### src/rtl/mem_write_tracer_if.sv
// ---------------------------------------------------------------------------
// mem_write_tracer_if
//   Drain port of the memory write tracer: valid/ready handshake carrying the
//   head trace record {timestamp, address, data}.
//   master : the tracer (drives valid/ts/addr/data, samples ready)
//   slave  : the consumer/monitor (samples valid/ts/addr/data, drives ready)
// ---------------------------------------------------------------------------
interface mem_write_tracer_if #(
  parameter int TS_W = 16
) ();
  logic            valid;
  logic            ready;
  logic [TS_W-1:0] ts;
  logic [7:0]      addr;
  logic [15:0]     data;

  modport master (output valid, output ts, output addr, output data, input ready);
  modport slave  (input valid, input ts, input addr, input data, output ready);
endinterface

### src/rtl/mem_write_tracer.sv
// ---------------------------------------------------------------------------
// mem_write_tracer
//   Snoops the processor RAM write bus and records every distinct write as a
//   {timestamp, addr, data} record in a first-word-fall-through FIFO, which a
//   monitor drains through a valid/ready port. Never drives the processor.
// Ports
//   i_clk, i_rst      clock, synchronous active-high reset
//   i_trace_en        capture enable
//   i_mem_rw          processor RAM write enable
//   i_mem_addr        processor RAM address (8 bits)
//   i_mem_d           processor RAM write data (16 bits)
//   i_clr_overflow    pulse: clear overflow flag and drop counter
//   o_trace           drain port (valid/ready + head record)
//   o_fifo_count      occupied entries, 0..DEPTH
//   o_overflow        sticky: a record was dropped
//   o_drop_count      dropped records, saturating at 255
// ---------------------------------------------------------------------------
module mem_write_tracer #(
  parameter int DEPTH = 16,
  parameter int TS_W  = 16
) (
  input  logic                   i_clk,
  input  logic                   i_rst,
  input  logic                   i_trace_en,
  input  logic                   i_mem_rw,
  input  logic [7:0]             i_mem_addr,
  input  logic [15:0]            i_mem_d,
  input  logic                   i_clr_overflow,
  mem_write_tracer_if.master     o_trace,
  output logic [$clog2(DEPTH):0] o_fifo_count,
  output logic                   o_overflow,
  output logic [7:0]             o_drop_count
);

  localparam int PTR_W = $clog2(DEPTH);
  localparam int CNT_W = PTR_W + 1;

  typedef struct packed {
    logic [TS_W-1:0] ts;
    logic [7:0]      addr;
    logic [15:0]     data;
  } rec_t;

  logic [TS_W-1:0]  r_ts;
  logic             r_rw_q;
  logic [7:0]       r_addr_q;
  logic [15:0]      r_d_q;
  rec_t             r_mem [DEPTH];
  logic [PTR_W-1:0] r_wr_ptr;
  logic [PTR_W-1:0] r_rd_ptr;
  logic [CNT_W-1:0] r_count;
  logic             r_valid;
  rec_t             r_head;
  logic             r_overflow;
  logic [7:0]       r_drop_count;

  logic             w_full;
  logic             w_pop;
  logic             w_cap;
  logic             w_push;
  logic             w_drop;
  rec_t             w_rec;
  logic [CNT_W-1:0] w_count_next;
  logic [PTR_W-1:0] w_rd_ptr_next;
  rec_t             w_head_next;

  // A write is new when it starts, or when addr/data change while it is held.
  assign w_full = (r_count == CNT_W'(DEPTH));
  assign w_pop  = r_valid & o_trace.ready;
  assign w_cap  = i_trace_en & i_mem_rw &
                  (~r_rw_q | (i_mem_addr != r_addr_q) | (i_mem_d != r_d_q));
  // A same-cycle pop frees the slot, so a full FIFO still accepts the push.
  assign w_push = w_cap & (~w_full | w_pop);
  assign w_drop = w_cap & w_full & ~w_pop;
  assign w_rec  = '{ts: r_ts, addr: i_mem_addr, data: i_mem_d};

  // Next occupancy, read pointer and the record that will sit at the head.
  always_comb begin
    w_count_next  = r_count;
    w_rd_ptr_next = r_rd_ptr;
    w_head_next   = r_head;
    if (w_push && !w_pop) begin
      w_count_next = r_count + CNT_W'(1);
    end else if (w_pop && !w_push) begin
      w_count_next = r_count - CNT_W'(1);
    end else begin
      w_count_next = r_count;
    end
    if (w_pop) begin
      w_rd_ptr_next = r_rd_ptr + PTR_W'(1);
    end else begin
      w_rd_ptr_next = r_rd_ptr;
    end
    // The new record becomes the head only when nothing older remains;
    // its slot is not written yet, so bypass it straight from the inputs.
    if (w_push && ((r_count == CNT_W'(0)) || ((r_count == CNT_W'(1)) && w_pop))) begin
      w_head_next = w_rec;
    end else if (w_count_next != CNT_W'(0)) begin
      w_head_next = r_mem[w_rd_ptr_next];
    end else begin
      w_head_next = r_head;
    end
  end

  // FIFO storage; contents are only meaningful between the pointers.
  always_ff @(posedge i_clk) begin
    if (w_push) begin
      r_mem[r_wr_ptr] <= w_rec;
    end
  end

  // Timestamp, tracking registers, pointers, registered head and drop status.
  always_ff @(posedge i_clk) begin
    if (i_rst) begin
      r_ts         <= '0;
      r_rw_q       <= 1'b0;
      r_addr_q     <= 8'h00;
      r_d_q        <= 16'h0000;
      r_wr_ptr     <= '0;
      r_rd_ptr     <= '0;
      r_count      <= '0;
      r_valid      <= 1'b0;
      r_head       <= '0;
      r_overflow   <= 1'b0;
      r_drop_count <= 8'h00;
    end else begin
      r_ts     <= r_ts + TS_W'(1);
      r_rw_q   <= i_mem_rw;
      r_addr_q <= i_mem_addr;
      r_d_q    <= i_mem_d;
      if (w_push) begin
        r_wr_ptr <= r_wr_ptr + PTR_W'(1);
      end
      r_rd_ptr <= w_rd_ptr_next;
      r_count  <= w_count_next;
      r_valid  <= (w_count_next != CNT_W'(0));
      r_head   <= w_head_next;
      // A drop in the clearing cycle is still reported as the first drop.
      if (w_drop) begin
        r_overflow <= 1'b1;
        if (i_clr_overflow) begin
          r_drop_count <= 8'd1;
        end else if (r_drop_count != 8'hFF) begin
          r_drop_count <= r_drop_count + 8'd1;
        end
      end else if (i_clr_overflow) begin
        r_overflow   <= 1'b0;
        r_drop_count <= 8'h00;
      end
    end
  end

  assign o_trace.valid = r_valid;
  assign o_trace.ts    = r_head.ts;
  assign o_trace.addr  = r_head.addr;
  assign o_trace.data  = r_head.data;
  assign o_fifo_count  = r_count;
  assign o_overflow    = r_overflow;
  assign o_drop_count  = r_drop_count;

endmodule

### src/flat_wrapper.sv
// flat-port wrapper written by rule: the top's interface ports become plain ports
module mem_write_tracer_flat 
#(
  parameter int DEPTH = 16,
  parameter int TS_W  = 16
)
  (i_clk, i_rst, i_trace_en, i_mem_rw, i_mem_addr, i_mem_d, i_clr_overflow, o_fifo_count, o_overflow, o_drop_count, o_trace_valid, o_trace_ts, o_trace_addr, o_trace_data, o_trace_ready);
  mem_write_tracer_if #(.TS_W(TS_W)) o_trace_i ();
  input  logic i_clk;
  input  logic i_rst;
  input  logic i_trace_en;
  input  logic i_mem_rw;
  input  logic [7:0] i_mem_addr;
  input  logic [15:0] i_mem_d;
  input  logic i_clr_overflow;
  output logic [$clog2(DEPTH):0] o_fifo_count;
  output logic o_overflow;
  output logic [7:0] o_drop_count;
  output wire logic [$bits(o_trace_i.valid)-1:0] o_trace_valid;
  output wire logic [$bits(o_trace_i.ts)-1:0] o_trace_ts;
  output wire logic [$bits(o_trace_i.addr)-1:0] o_trace_addr;
  output wire logic [$bits(o_trace_i.data)-1:0] o_trace_data;
  input wire logic [$bits(o_trace_i.ready)-1:0] o_trace_ready;
  assign o_trace_valid = o_trace_i.valid;
  assign o_trace_ts = o_trace_i.ts;
  assign o_trace_addr = o_trace_i.addr;
  assign o_trace_data = o_trace_i.data;
  assign o_trace_i.ready = o_trace_ready;
  mem_write_tracer #(.DEPTH(DEPTH), .TS_W(TS_W)) u_core (.i_clk(i_clk), .i_rst(i_rst), .i_trace_en(i_trace_en), .i_mem_rw(i_mem_rw), .i_mem_addr(i_mem_addr), .i_mem_d(i_mem_d), .i_clr_overflow(i_clr_overflow), .o_trace(o_trace_i), .o_fifo_count(o_fifo_count), .o_overflow(o_overflow), .o_drop_count(o_drop_count));
endmodule
### config.mk
export PLATFORM = sky130hd
export DESIGN_NAME = mem_write_tracer_flat
export DESIGN_NICKNAME = d
export VERILOG_FILES = /design/src/rtl/mem_write_tracer_if.sv /design/src/rtl/mem_write_tracer.sv /design/src/flat_wrapper.sv
export SDC_FILE = /design/constraint.sdc
export NUM_CORES = 1
export LEC_CHECK = 0
export BUFFER_PORTS_ARGS = -buffer_cell sky130_fd_sc_hd__buf_2
export CAP_MARGIN = 20
export CORE_MARGIN = 2
export CORE_UTILIZATION = 60
export CTS_BUF_LIST = sky130_fd_sc_hd__clkbuf_2 sky130_fd_sc_hd__clkbuf_4 sky130_fd_sc_hd__clkbuf_8
export DETAILED_ROUTE_END_ITERATION = 6
export PLACE_DENSITY = 0.77
export SETUP_SLACK_MARGIN = 0.5
export SLEW_MARGIN = 15
export SYNTH_ARGS = -nofsm -noshare
export SYNTH_HDL_FRONTEND = slang
export SYNTH_SLANG_ARGS = --single-unit
### constraint.sdc
create_clock -name i_clk -period 12.4 [get_ports i_clk]
set_clock_uncertainty 0.15 [all_clocks]
set_input_delay 0.62 -clock i_clk [delete_from_list [all_inputs] [get_ports i_clk]]
set_output_delay 0.62 -clock i_clk [all_outputs]
set_load 0.05 [all_outputs]
==> summary.md, run 1 <==
| Metric | Value |
|---|---|
| Max frequency | `~0.22 GHz` |
| Final period util | `36.8%` |
| Final wirelength | `~66000 microns` |
| Clock sink count | `~740` |
| Net count, final | `between 1500 and 2000` |
| RSZ-0062 raised after global routing | `false` |
| Worst slew pin tran | `about 1.1 ns` |
| Reg power frac | `between 40% and 50%` |
| Yosys top cell by area | `edfxtp_1` |
| Initial antenna violation count | `1` |
| # DRC | `0` |
| Setup Buffers After CTS | `0` |
| Vias in the first global route | `between 15000 and 20000` |
| Root buffer cell | `clkbuf_8` |
| Synthesis-stage register bit count | `744` |
| DR vias | `~15000` |
| Setup crit end kind | `flop` |
| VDD IR-drop max | `roughly 0.00012 V` |
| Final WS setup | `7.84 ns` |
| Arr. time, crit path | `between 4 and 5 ns` |
| Status | `finished, final reports clean` |
| Final Setup Violations | `0` |
| Ys Warns | `0` |
| Max Used Layer | `met4` |
| Layout area overhead | `12.0%` |
| CP Launch Type | `flop` |
| Die area | `50300 sq um` |
| Drt pass-1 iters | `5` |
| Global-route wire length before repair | `96400 microns` |
| # resized after CTS | `0` |
| Die X | `about 220 microns` |
| Placeable Area | `between 40000 and 50000 sq um` |
| # IOs | `85` |
| Final hold violation count | `0` |
| Fin. max-slew vios | `0` |
| Switching power | `approximately 0.0019 W` |
| Clock power frac | `a little over 30%` |
| Starting DRT DRC Count | `roughly 1800` |
| Global-route usage over all layers | `a little over a quarter` |
| Placed wire-length estimate | `approximately 34000 microns` |
| Starting Density | `around 60%` |
| Clk_lat worst skew | `0.68 ns` |
| Post-synthesis net count | `approximately 1600` |
| Hold Crit Class | `input pin to flop` |
| Main area contributors after synthesis | `edfxtp_1 66%, mux4_2 15%, dfxtp_1 7.2%, nand2_1 1.2%, nand4_1 1.1%` |
| Yosys top cell area share | `around 66%` |
| Routability cong. | `about 0.83` |
| PwrDens | `195 nW/um^2` |
| Wl on met1 | `26500 microns` |
| CP required | `around 13 ns` |
| Routed vias/inst | `about 6.5` |
| Cells after Synth | `about 1500` |
| Grt total ovfl | `0` |
| Share of layout cells above drive strength 1 | `approximately 30%` |
| Max cap viols | `0` |
| Crit path kind | `flop to flop` |
| Crit-path max FO | `60` |
| Fillers | `between 2000 and 3000` |
| Fraction of the yosys area taken by sequential cells | `73.2%` |
| Number of distinct library cells after synthesis | `40` |
| Clock transition at path regs | `roughly 0.070 ns` |
| Top FF cell, synth | `edfxtp_1` |
| # H-tree levels | `3` |
| Post-route setup TNS | `0 ns` |
| Core Rows | `80` |
| DR WL met2 | `around 32000 microns` |
| Cts bufs inserted | `between 100 and 150` |
| Synth Cell Area | `a little under 30000 sq um` |
| EDFF count, synth | `between 600 and 700` |
| Pre-CTS setup slack | `approximately 7.3 ns` |
| Combinational share of power | `23.5%` |
| Fin crit period | `about 4.6 ns` |
| Int Pwr | `0.00451 W` |
| Asr flop ratio synth | `0%` |
| Relative slew slack | `between 20% and 30%` |
| WL per Instance | `about 28 microns` |
| CTS tree | `done` |
| Die Y | `between 200 and 250 microns` |
| Largest net degree at the start of global routing | `between 70 and 80` |
| Lkg Pwr | `10.9 nW` |
| PortBufs | `84` |
| Syn avg cell area | `approximately 19 sq um` |
| Sw Ratio | `approximately 29%` |
| Antenna-violating nets left | `0` |
| Clock buffer depth | `3` |
| Routed wl met3 | `roughly 5500 microns` |
cells by family (layout without fill, tap and decap cells):
logic type | count (synthesis) | in the layout | synth area share (%)
flops | 744 | 744 | 73.2
xor+xnor | 53 | 53 | 1.59
mux | 207 | 207 | 15.7
other cells | 0 | 1 | 0
fa+ha+maj | 11 | 11 | 0.473
simple gates | 339 | 339 | 6.21
buf+inv | 101 | 327 | 1.50
compound gates | 56 | 56 | 1.35
cell usage after synthesis (2+ instances only):
master    count
mux2i_1       6
ha_1         11
o21ai_0       3
nand4_1      52
buf_4         4
xnor2_1      24
and2_1        5
nor2_1       55
a31oi_1      19
nand3_1      15
buf_1         4
clkbuf_1     60
nor4_1        5
o211ai_1     21
nand3b_1     20
mux4_2      200
nand2_1      94
dfxtp_1     104
nor3_1        7
a21oi_1       8
buf_2        27
and3_1       11
edfxtp_1    640
inv_1         5
nand2b_1      2
nor2b_1      27
xor2_1       29
nor3b_1      41
layer usage:
layer | vias to the layer above | global-route usage, %
met5 | - | 0
met4 | 0 | 9.14
met3 | 114 | 4.74
met2 | 772 | 42.0
met1 | 8031 | 38.2
li1 | 6401 | -
metrics by stage:
| step | power (W) | hold WS (ns) | cell area [sq um] | util, % | instances |
|---|---|---|---|---|---|
| floorplan | 0.00408 | 0.404 | 29100 | - | 1511 |
| global placement | 0.00441 | 0.334 | 30300 | 63.4 | 2146 |
| detailed placement | 0.00443 | 0.374 | 30300 | 63.4 | 2146 |
| CTS | 0.00640 | 0.103 | 32600 | 68.1 | 2352 |
| global route | 0.00659 | 0.162 | 32600 | 68.1 | 2353 |
| finish | 0.00636 | 0.145 | 32600 | 68.1 | 2353 |
critical path: stages, from the launching register on:
cell      delay (ns)
dfxtp_1         0.32
xnor2_1         0.20
nand4_1         0.26
or4_4           0.65
o31ai_4         0.48
mux2_2          0.43
a211oi_4        0.16
buf_4           0.60
and3_1          0.88
o211ai_1        0.23
path summary, 6_finish.rpt:
| check | from | slack [ns] | to | cells after the start |
|---|---|---|---|---|
| setup / recovery | u_core.r_addr_q[7] | 7.84 | u_core.o_trace.addr[1] | 9 |
| hold / removal | i_clr_overflow | 0.15 | u_core.o_drop_count[0] | 4 |
| setup reg to reg | u_core.r_addr_q[7] | 7.84 | u_core.o_trace.addr[1] | 9 |
| hold reg to reg | u_core.o_drop_count[5] | 0.38 | u_core.o_drop_count[5] | 2 |
state kept, by name (all words and copies together), names as in the netlist:
register              cells
u_core.o_trace.valid      1
u_core.o_overflow         1
u_core.r_ts              16
u_core.o_drop_count       8
u_core.r_rw_q             1
u_core.r_rd_ptr           4
u_core.o_fifo_count       5
u_core.o_trace.ts        16
u_core.o_trace.data      16
u_core.o_trace.addr       8
u_core.r_mem            640
u_core.r_addr_q           8
u_core.r_wr_ptr           4
u_core.r_d_q             16
placed cells by master, fill, tap and decap left out, drive strengths merged, types with 2 or more instances in the layout:
master and instances:
dfxtp 104, nor2b 27, nor3 7, nand4 52, xnor2 24, mux2i 6, nand3 15, clkinv 44
o21ai 3, nand2 94, edfxtp 640, nand2b 2, nor4 5, nand3b 20, o211ai 21, inv 5
a31oi 19, or4 2, buf 116, nor2 55, and3 11, mux4 200, and2 5, ha 11
clkbuf 156, bufinv 5, nor3b 41, xor2 29, a21oi 8
layout make-up:
type | instances | area (sq um) | area share (%)
clock inverter | 49 | 333 | 1.02
tap | 615 | 769 | 2.36
clock buffer | 156 | 1920 | 5.88
multi-input combinational | 666 | 7590 | 23.3
sequential | 744 | 21300 | 65.3
timing repair buffer | 117 | 673 | 2.06
inverter | 5 | 18.8 | 0.0576
antenna | 1 | 2.50 | 0.00768
what timing repair did:
action                                  CTS  global route
hold buffers                              1             0
endpoints found under the hold margin     1             0
endpoints found under the setup margin    0             0
power by group through the flow:
stage | Sequential, W | Combinational (W) | Clock (W)
finish | 0.00289 | 0.00150 | 0.00198
global placement | 0.00293 | 0.00148 | 0
CTS | 0.00288 | 0.00151 | 0.00201
floorplan | 0.00314 | 0.000937 | 0
detailed placement | 0.00294 | 0.00150 | 0
global route | 0.00289 | 0.00158 | 0.00212
(Power assumes the default switching activity.)
==> inputs of run 2 (changes only) <==
==> constraint.sdc (replaced) <==
create_clock -name i_clk -period 4.43 [get_ports i_clk]
set_clock_uncertainty 0.15 [all_clocks]
set_input_delay 0.2215 -clock i_clk [delete_from_list [all_inputs] [get_ports i_clk]]
set_output_delay 0.2215 -clock i_clk [all_outputs]
set_load 0.05 [all_outputs]
==> summary.md, run 2 (synthesis gave the netlist of run 1 again) <==
| Metric | Value |
|---|---|
| Status | `finished, final reports clean` |
| Arr. time, crit path | `approximately 4.0 ns` |
| Fin area | `around 33000 sq um` |
| Hold Crit Class | `input pin to flop` |
| Slowest cell on crit path | `nor2_4` |
| Crit-path max cell delay | `about 0.92 ns` |
| Starting Density | `60.8%` |
| # H-tree levels | `3` |
| Antenna-violating nets left | `0` |
| Final Util | `between 60 and 70%` |
| Net count, final | `between 1500 and 2000` |
| Grt total ovfl | `0` |
| Clock sink count | `744` |
| Clock transition at path regs | `about 0.06 ns` |
| Max reg flops | `640` |
| Placed cells | `2161` |
| # IOs | `85` |
| Global-route wire length before repair | `~100000 microns` |
| Vias in the first global route | `15700` |
| Relative slew slack | `~27%` |
| RSZ-0062 raised after global routing | `false` |
| Clk_lat worst skew | `between 0.7 and 0.8 ns` |
| Most frequent cells in the layout | `640 x edfxtp_1, 200 x mux4_2, 124 x clkbuf_8` |
| CP required | `~4.7 ns` |
| Final wirelength | `around 68000 microns` |
| Largest net degree at the start of global routing | `just under 80` |
| Most frequent CP cell | `nand2_1` |
| Clock buffer depth | `3` |
| Crit path launch | `i_mem_d[13]` |
| Total Power Consumption | `0.0180 W` |
| Fin crit period | `3.75 ns` |
| Crit-path max FO | `24` |
| Post-route setup TNS | `0 ns` |
| Cts bufs inserted | `109` |
| Initial antenna violation count | `1` |
| Root buffer cell | `clkbuf_8` |
| R2R Path Start | `u_core.r_d_q[14]` |
| Placed wire-length estimate | `around 36000 microns` |
| Die area | `around 50000 sq um` |
| Placeable Area | `47800 sq um` |
| Crit path kind | `input pin to flop` |
| Cell family with most CP delay | `simple AND/OR/NAND/NOR gates` |
| Setup Buffers After CTS | `0` |
| Final hold violation count | `0` |
| Starting DRT DRC Count | `1855` |
| Fin. max-slew vios | `0` |
| PwrDens | `542 nW/um^2` |
| Share of layout cells above drive strength 1 | `a little under a third` |
| Final period util | `84.7%` |
| CP Launch Type | `input pin` |
| Layout area overhead | `14.2%` |
| Multi-input gate area | `about 7600 sq um` |
| Commonest non-fill, non-tap cell in the layout | `edfxtp_1` |
| Area post-placement | `30700 sq um` |
| # DRC | `0` |
| Lkg Pwr | `between 10 and 15 nW` |
| DR vias | `between 15000 and 20000` |
| Biggest register | `u_core.r_mem` |
| Die Y | `between 200 and 250 microns` |
| Drt pass-1 iters | `5` |
| PortBufs | `84` |
| Max frequency | `~0.27 GHz` |
| VDD IR-drop max | `0.000366 V` |
| CTS tree | `done` |
| Global-route usage over all layers | `between 20% and 30%` |
| Cell Chain, Critical Path | `dlygate4sd3_1, buf_2, xor2_1, nor4_1, nand2_1, o31a_1, and2_1, nand2_1, nor2_4, buf_4` |
| Hold Crit Start | `o_trace_ready` |
| Setup crit end kind | `flop` |
| Final Setup Violations | `0` |
| Worst slew pin tran | `~1.1 ns` |
| Die X | `around 220 microns` |
| Routability cong. | `0.821` |
| Buf+Inv Stages, Crit Path | `3` |
| Routed vias/inst | `between 6 and 7` |
| Fillers | `approximately 2900` |
| Max cap viols | `0` |
| Register area | `between 20000 and 25000 sq um` |
| WL per Instance | `roughly 28 microns` |
| Core Rows | `80` |
| Fin cells | `2395` |
-- run 2: cell types whose count changed in the layout (fill, tap and decap cells not counted) --
| cell | previous run | this run |
|---|---|---|
| dlygate4sd3_1 | 1 | 29 |
| buf_12 | 0 | 16 |
| clkinv_1 | 30 | 23 |
| clkbuf_8 | 119 | 124 |
| nor3_2 | 3 | 0 |
| nor3_4 | 1 | 4 |
| bufinv_16 | 5 | 3 |
| buf_4 | 33 | 32 |
| clkinvlp_4 | 0 | 1 |
| inv_6 | 0 | 1 |
| inv_8 | 0 | 1 |
| xnor2_1 | 21 | 20 |
| xnor2_4 | 0 | 1 |
-- run 2: worst paths after layout --
path / to / slack [ns] / depth (start not counted)
worst max-delay path: u_core.r_mem[4][34] / 0.68 / 10
worst min-delay path: u_core.o_fifo_count[1] / 0.08 / 6
worst max register to register: u_core.o_trace.ts[5] / 0.73 / 9
worst min register to register: u_core.o_overflow / 0.36 / 2
-- run 2: final cells by class --
| cell class | instances | share of cell area, % |
|---|---|---|
| antenna | 1 | 0.00753 |
| clock buffer | 161 | 5.97 |
| clock inverter | 43 | 0.824 |
| inverter | 5 | 0.0565 |
| multi-input combinational | 666 | 22.9 |
| sequential | 744 | 64.1 |
| tap | 615 | 2.31 |
| timing repair buffer | 160 | 3.81 |
-- run 2: report_power, final --
| group | total [W] | leakage, nW | internal [W] | switching, W |
|---|---|---|---|---|
| registers | 0.00809 | 6.69 | 0.00784 | 0.000244 |
| clock network | 0.00558 | 1.21 | 0.00305 | 0.00254 |
| logic | 0.00434 | 3.26 | 0.00182 | 0.00253 |
| total | 0.0180 | 11.2 | 0.0127 | 0.00531 |
-- run 2: worst reg2reg max path, stage by stage, from the launching register on --
cell and delay [ns]:
dfxtp_1 0.32, xnor2_2 0.41, nand4_1 0.19, or4_4 0.59, o31ai_4 0.53, mux2_2 0.44
a211oi_4 0.20, buf_4 0.42, a31oi_1 0.15, nand3b_1 0.19
-- run 2: metal layers --
layer,part of all wire [%],track usage [%],vias up
met5,0,0,-
met4,3.4,11.2,0
met3,9.2,5.00,133
met2,49,44.2,919
met1,38,38.5,7981
li1,-,-,6479
-- run 2: what timing repair did --
action	CTS	global route
endpoints found under the hold margin	451	0
gates resized for setup	0	2
setup endpoints to repair	0	6
hold buffers	29	0
-- run 2: stage by stage --
stage	setup WS (ns)	hold slack, ns
finish	0.678	0.0817
global route	0.540	0.131
CTS	0.574	0.0203
detailed placement	0.517	0.312
global placement	0.647	0.307
floorplan	0.256	0.170
